<file path="config.mk">
export PLATFORM = sky130hd
export DESIGN_NAME = kalman_sequencer
export DESIGN_NICKNAME = d
export VERILOG_FILES = /design/src/rtl/kalman_sequencer.sv
export SDC_FILE = /design/constraint.sdc
export NUM_CORES = 1
export LEC_CHECK = 0
export BUFFER_PORTS_ARGS = -buffer_cell sky130_fd_sc_hd__buf_2
export CELL_PAD_IN_SITES_DETAIL_PLACEMENT = 0
export CELL_PAD_IN_SITES_GLOBAL_PLACEMENT = 1
export CORE_MARGIN = 4
export CORE_UTILIZATION = 30
export DETAILED_ROUTE_END_ITERATION = 6
export PLACE_DENSITY = 0.59
export SYNTH_ARGS = -nofsm -noshare
export SYNTH_HDL_FRONTEND = slang
export SYNTH_SLANG_ARGS = --single-unit
</file>
<file path="constraint.sdc">
create_clock -name clk -period 7.2 [get_ports clk]
set_input_delay 1.08 -clock clk [delete_from_list [all_inputs] [get_ports clk]]
set_output_delay 1.08 -clock clk [all_outputs]
set_load 0.005 [all_outputs]
</file>
<file path="src/rtl/kalman_sequencer.sv">
// Sensor-frame sequencer: gathers one I2C packet per configured sensor, launches the
// attitude filter, then presents roll, pitch and yaw to the SPI transmitter one word at a time.
module kalman_sequencer #(
    parameter int unsigned FILT_TIMEOUT = 1023
) (
    input  logic        clk,
    input  logic        n_rst,
    input  logic        cfg_done,
    input  logic [6:0]  acc_addr,
    input  logic [6:0]  gyro_addr,
    input  logic [6:0]  mag_addr,
    input  logic        rx_valid,
    input  logic [6:0]  rx_addr,
    input  logic [47:0] rx_data,
    output logic [47:0] frame_acc,
    output logic [47:0] frame_gyro,
    output logic [47:0] frame_mag,
    output logic        filt_start,
    input  logic        filt_done,
    input  logic [15:0] filt_roll,
    input  logic [15:0] filt_pitch,
    input  logic [15:0] filt_yaw,
    output logic [15:0] spi_word,
    output logic        data_ready,
    input  logic        spi_word_ack,
    output logic [7:0]  frame_count,
    output logic        err_overrun,
    output logic        err_timeout
);

    localparam int unsigned TW = $clog2(FILT_TIMEOUT + 1);
    localparam logic [TW-1:0] TCNT_LAST = TW'(FILT_TIMEOUT - 1);

    typedef enum logic [2:0] {
        IDLE,
        COLLECT,
        START,
        COMPUTE,
        OUT_ROLL,
        OUT_PITCH,
        OUT_YAW
    } state_t;

    state_t        state, next_state;
    logic          have_acc, have_gyro, have_mag;
    logic [TW-1:0] tcnt, tcnt_d;
    logic [15:0]   roll_q, pitch_q, yaw_q;
    logic [15:0]   roll_d, pitch_d, yaw_d;
    logic [15:0]   spi_word_d;
    logic          data_ready_d;
    logic          ld_acc, ld_gyro, ld_mag;
    logic          start_go;
    logic          ld_results;
    logic          timeout_hit;
    logic          overrun;
    logic          next_is_out;

    // NOTE: every signal gets a default before the case statement, so no path
    // through this block leaves a value unassigned and no latch is inferred.
    always_comb begin
        next_state  = state;
        tcnt_d      = tcnt;
        ld_acc      = 1'b0;
        ld_gyro     = 1'b0;
        ld_mag      = 1'b0;
        start_go    = 1'b0;
        ld_results  = 1'b0;
        timeout_hit = 1'b0;

        case (state)
            IDLE: begin
                if (cfg_done) next_state = COLLECT;
            end
            COLLECT: begin
                // Equal addresses resolve acc first, then gyro, then mag.
                if (rx_valid) begin
                    if (rx_addr == acc_addr)       ld_acc  = 1'b1;
                    else if (rx_addr == gyro_addr) ld_gyro = 1'b1;
                    else if (rx_addr == mag_addr)  ld_mag  = 1'b1;
                end
                if (have_acc && have_gyro && have_mag) begin
                    start_go   = 1'b1;
                    next_state = START;
                end
            end
            START: begin
                tcnt_d     = '0;
                next_state = COMPUTE;
            end
            COMPUTE: begin
                if (filt_done) begin
                    ld_results = 1'b1;
                    next_state = OUT_ROLL;
                end else if (tcnt == TCNT_LAST) begin
                    timeout_hit = 1'b1;
                    next_state  = COLLECT;
                end else begin
                    tcnt_d = tcnt + TW'(1);
                end
            end
            OUT_ROLL: begin
                if (spi_word_ack && data_ready) next_state = OUT_PITCH;
            end
            OUT_PITCH: begin
                if (spi_word_ack && data_ready) next_state = OUT_YAW;
            end
            OUT_YAW: begin
                if (spi_word_ack && data_ready) next_state = COLLECT;
            end
            default: next_state = IDLE;
        endcase
    end

    assign overrun = rx_valid && (state != IDLE) && (state != COLLECT);

    // Next values of the result latches feed the spi_word mux so the word is
    // already correct on the first cycle of each OUT state.
    assign roll_d  = ld_results ? filt_roll  : roll_q;
    assign pitch_d = ld_results ? filt_pitch : pitch_q;
    assign yaw_d   = ld_results ? filt_yaw   : yaw_q;

    assign next_is_out = (next_state == OUT_ROLL) || (next_state == OUT_PITCH) ||
                         (next_state == OUT_YAW);

    // Roll is ready on entry; pitch and yaw get one idle cycle after each ack.
    assign data_ready_d = next_is_out && ((next_state == state) || (state == COMPUTE));

    always_comb begin
        spi_word_d = spi_word;
        case (next_state)
            OUT_ROLL:  spi_word_d = roll_d;
            OUT_PITCH: spi_word_d = pitch_d;
            OUT_YAW:   spi_word_d = yaw_d;
            default:   spi_word_d = spi_word;
        endcase
    end

    // NOTE: sequential state uses non-blocking assignments so every register
    // samples pre-edge values regardless of statement order.
    always_ff @(posedge clk or negedge n_rst) begin
        if (!n_rst) state <= IDLE;
        else        state <= next_state;
    end

    always_ff @(posedge clk or negedge n_rst) begin
        if (!n_rst) begin
            have_acc    <= 1'b0;
            have_gyro   <= 1'b0;
            have_mag    <= 1'b0;
            frame_acc   <= '0;
            frame_gyro  <= '0;
            frame_mag   <= '0;
            filt_start  <= 1'b0;
            frame_count <= '0;
            tcnt        <= '0;
            roll_q      <= '0;
            pitch_q     <= '0;
            yaw_q       <= '0;
            spi_word    <= '0;
            data_ready  <= 1'b0;
            err_overrun <= 1'b0;
            err_timeout <= 1'b0;
        end else begin
            if (ld_acc)  frame_acc  <= rx_data;
            if (ld_gyro) frame_gyro <= rx_data;
            if (ld_mag)  frame_mag  <= rx_data;

            if (start_go) begin
                have_acc  <= 1'b0;
                have_gyro <= 1'b0;
                have_mag  <= 1'b0;
            end else begin
                if (ld_acc)  have_acc  <= 1'b1;
                if (ld_gyro) have_gyro <= 1'b1;
                if (ld_mag)  have_mag  <= 1'b1;
            end

            filt_start <= start_go;
            if (start_go) frame_count <= frame_count + 8'd1;

            tcnt       <= tcnt_d;
            roll_q     <= roll_d;
            pitch_q    <= pitch_d;
            yaw_q      <= yaw_d;
            spi_word   <= spi_word_d;
            data_ready <= data_ready_d;

            if (overrun)     err_overrun <= 1'b1;
            if (timeout_hit) err_timeout <= 1'b1;
        end
    end

endmodule

</file>
==> impl_metrics.csv <==
group,metric,value,unit
grt,grt_usage,16.5,%
worst_setup_path,cpMaxStageDelayCell,"dfrtp_2",
final_layout,layout-drive-gt1-share,46.4,%
routing,avgRoutedWirePerCell,19.3,um
routing,vias,7454,
floorplan,core_area,0.0328,mm^2
final_layout,seqCellArea,0.00591,mm^2
yosys,synthTopCellsByArea,"dfrtp_1, mux2_2, nand2_1",
yosys,syn_inst,817,
timing,hold_viol_final,0,
floorplan,die_x,191,um
yosys,async_flop_share,100,%
yosys,synth_flop_cell,"dfrtp_1",
timing,setup_viol,0,
floorplan,start_util,30.6,%
floorplan,die_h,191,um
worst_hold_path,min_path_type,"reg -> reg",
yosys,synth_top_cell_by_area,"dfrtp_1",
worst_setup_path,critPathBufInv,1,
worst_setup_path,worstPathRequired,7.66,ns
yosys,synth_nets,950,
worst_setup_path,cp-start-kind,"flop",
grt,grt_max_degree,132,
final_layout,finalNonFillerCells,1572,
timing,finalCritPeriodShare,50.0,%
pwr,total_power,0.00454,W
timing,tns,0,ns
yosys,yosysWarnings,0,
grt,antenna_found_initial,4,
floorplan,io_pins,302,
routing,routed_wirelength,30.3,mm
floorplan,dieArea,0.0365,mm^2
yosys,synth_edf_count,0,
routing,firstDrtPassIters,5,
placement,finalWeightedCongestion,0.798,
grt,grt_pass1_vias,7962,
timing,drv_slew,0,
worst_setup_path,critical_path_arrival,4.06,ns
timing,tightestPinTransition,1.01,ns
pwr,p_per_area,346,mW/mm^2
clock_network,cts_resized,0,
yosys,postSynthAreaPerCell,12.3,um^2
clock_network,cts_inserted_buffers,29,
timing,fmax,278,MHz
placement,dpl_cell_area,0.0120,mm^2
grt,grt_overflow,0,
clock_network,clock-sinks,236,
floorplan,rows,66,
clock_network,clkTransAtPathRegs,0.06,ns
final_layout,final.fill_count,3270,
routing,drt-initial-drc-count,272,
routing,drc,0,
worst_setup_path,cp_top_family,"simple AND/OR/NAND/NOR gates",
clock_network,clock_latency,0.55,ns
final_layout,final_net_count,1239,
clock_network,cts_tree,"done",
final_layout,syn2layout_area_growth,30.8,%
clock_network,ctsHoldBuffers,0,
pwr,peakVddDrop,0.181,mV
final_layout,final_cell_area,0.0131,mm^2
worst_setup_path,endpoint_kind,"flop",
run,maxCapViolations,0,
yosys,synth_area,0.0100,mm^2
timing,period_needed,3.60,ns
yosys,netlist.area_leader.share,58.8,%
clock_network,postCtsSetupRepairBufs,0,
yosys,ys_seq_area_share,58.8,%
clock_network,htreeDepth,1,
status,status,"complete, no violations",
worst_setup_path,cp_cell_sequence,"nand2b_1 > nor3_1 > a211oi_4 > inv_2 > or4_1 > a31oi_1",
worst_setup_path,critical_path_class,"reg -> reg",
pwr,p_leak,6.82,nW
worst_setup_path,max_stage_delay,1.04,ns
clock_network,clock_tree.root_cell,"clkbuf_16",
routing,ant_nets,0,
placement,io_buffers,301,
timing,relSlewSlack,32.3,%
worst_setup_path,path_max_fanout,56,
yosys,synthDistinctLibCells,49,
final_layout,multi_input_area,0.00388,mm^2
grt,grt_pass1_wl,47.6,mm
placement,dp.cells,1517,
clock_network,clockBufferDepth,3,
yosys,ys_seq_elements,236,
timing,rsz0062_at_grt,"false",
routing,routed_via_density,4.74,
timing,fin_skew,0.0122,ns
placement,hpwl,20.8,mm
==> layout by cell type, fill, tap and decap left out, drive strengths merged, types with 3 or more instances in the layout <==
cell type,instances
nand2b,5
o2111ai,3
a211oi,20
ha,3
nand2,116
nor2,29
a311o,13
mux2,149
nor4,14
a2111oi,15
xor2,7
dfrtp,236
xnor2,29
inv,23
nor3,18
buf,311
o21ai,17
clkbuf,38
clkinv,5
nand3,13
a32o,14
a21oi,5
nand4,9
clkinvlp,3
bufinv,7
==> registers in the layout, summed over array words and instances (netlist names) <==
signal	count
filt_start	1
roll_q	16
err_timeout	1
have_acc	1
spi_word	16
frame_count	8
pitch_q	16
tcnt	10
have_mag	1
frame_mag	48
err_overrun	1
have_gyro	1
state	3
yaw_q	16
frame_acc	48
frame_gyro	48
data_ready	1
==> final cells by class <==
cell class	count	share of cell area, %
Sequential cell	236	45.0
Multi-Input combinational cell	506	29.6
Timing Repair Buffer	311	12.2
Clock buffer	38	6.24
Tap cell	442	4.21
Clock inverter	16	2.14
Inverter	22	0.629
Antenna cell	1	0.0191
==> power breakdown <==
| part | switching, W | internal (W) |
|---|---|---|
| Clock | 0.000593 | 0.00105 |
| Combinational | 0.000545 | 0.000451 |
| Sequential | 0.000249 | 0.00165 |
| Total | 0.00139 | 0.00315 |
==> logic make-up after synthesis <==
group	after synthesis	share of synthesized area, %
xor gates and xnor gates	36	3.14
AOI/OAI and AO/OA	103	8.27
adders and majority gates	3	0.374
buffers and inverters	75	2.95
muxes	151	16.9
DFF	236	58.8
and+or+nand+nor	213	9.57
==> per-layer routing <==
metal  global-route usage [%]  routed length [um]  part of all wire (%)  up-vias
met5                        0                  48                  0.16        -
met4                     3.45                 580                   1.9        6
met3                     5.99                2580                   8.5       45
met2                     27.4               14500                    48      236
met1                     20.7               12600                    42     3671
li1                         -                   -                     -     3496
==> cell usage after synthesis (all sizes together), types with 2 or more instances <==
cell type,count
dfrtp,236
mux2,149
nand2,116
clkbuf,38
nor2,29
xnor2,29
inv,22
a211oi,20
nor3,18
o21ai,17
a2111oi,15
buf,15
a32o,14
nor4,14
a311o,13
nand3,13
nand4,9
xor2,7
a21oi,5
nand2b,5
ha,3
o2111ai,3
a21o,2
a32oi,2
mux2i,2
o21ba,2
o22ai,2
o31ai,2
or3,2
==> path summary, 6_finish.rpt <==
kind	start	end	slack, ns	cells past startpoint
max reg2reg	state[2]	spi_word[14]	3.60	6
min in group asynchronous	n_rst	frame_acc[0]	0.56	1
max	state[2]	spi_word[14]	3.60	6
max in group asynchronous	n_rst	frame_acc[39]	5.33	2
min reg2reg	frame_count[7]	frame_count[7]	0.47	1
min	frame_count[7]	frame_count[7]	0.47	1
==> metrics by stage <==
stage | hold slack [ns] | setup slack (ns) | utilization [%]
finish | 0.470 | 3.60 | 40.1
CTS | 0.469 | 3.56 | 40.1
detailed placement | 0.458 | 3.38 | 36.7
floorplan | 0.446 | 4.50 | -
global route | 0.501 | 3.30 | 40.1
global placement | 0.453 | 3.39 | 36.7
Note: power is estimated with default switching activity, not from simulation.
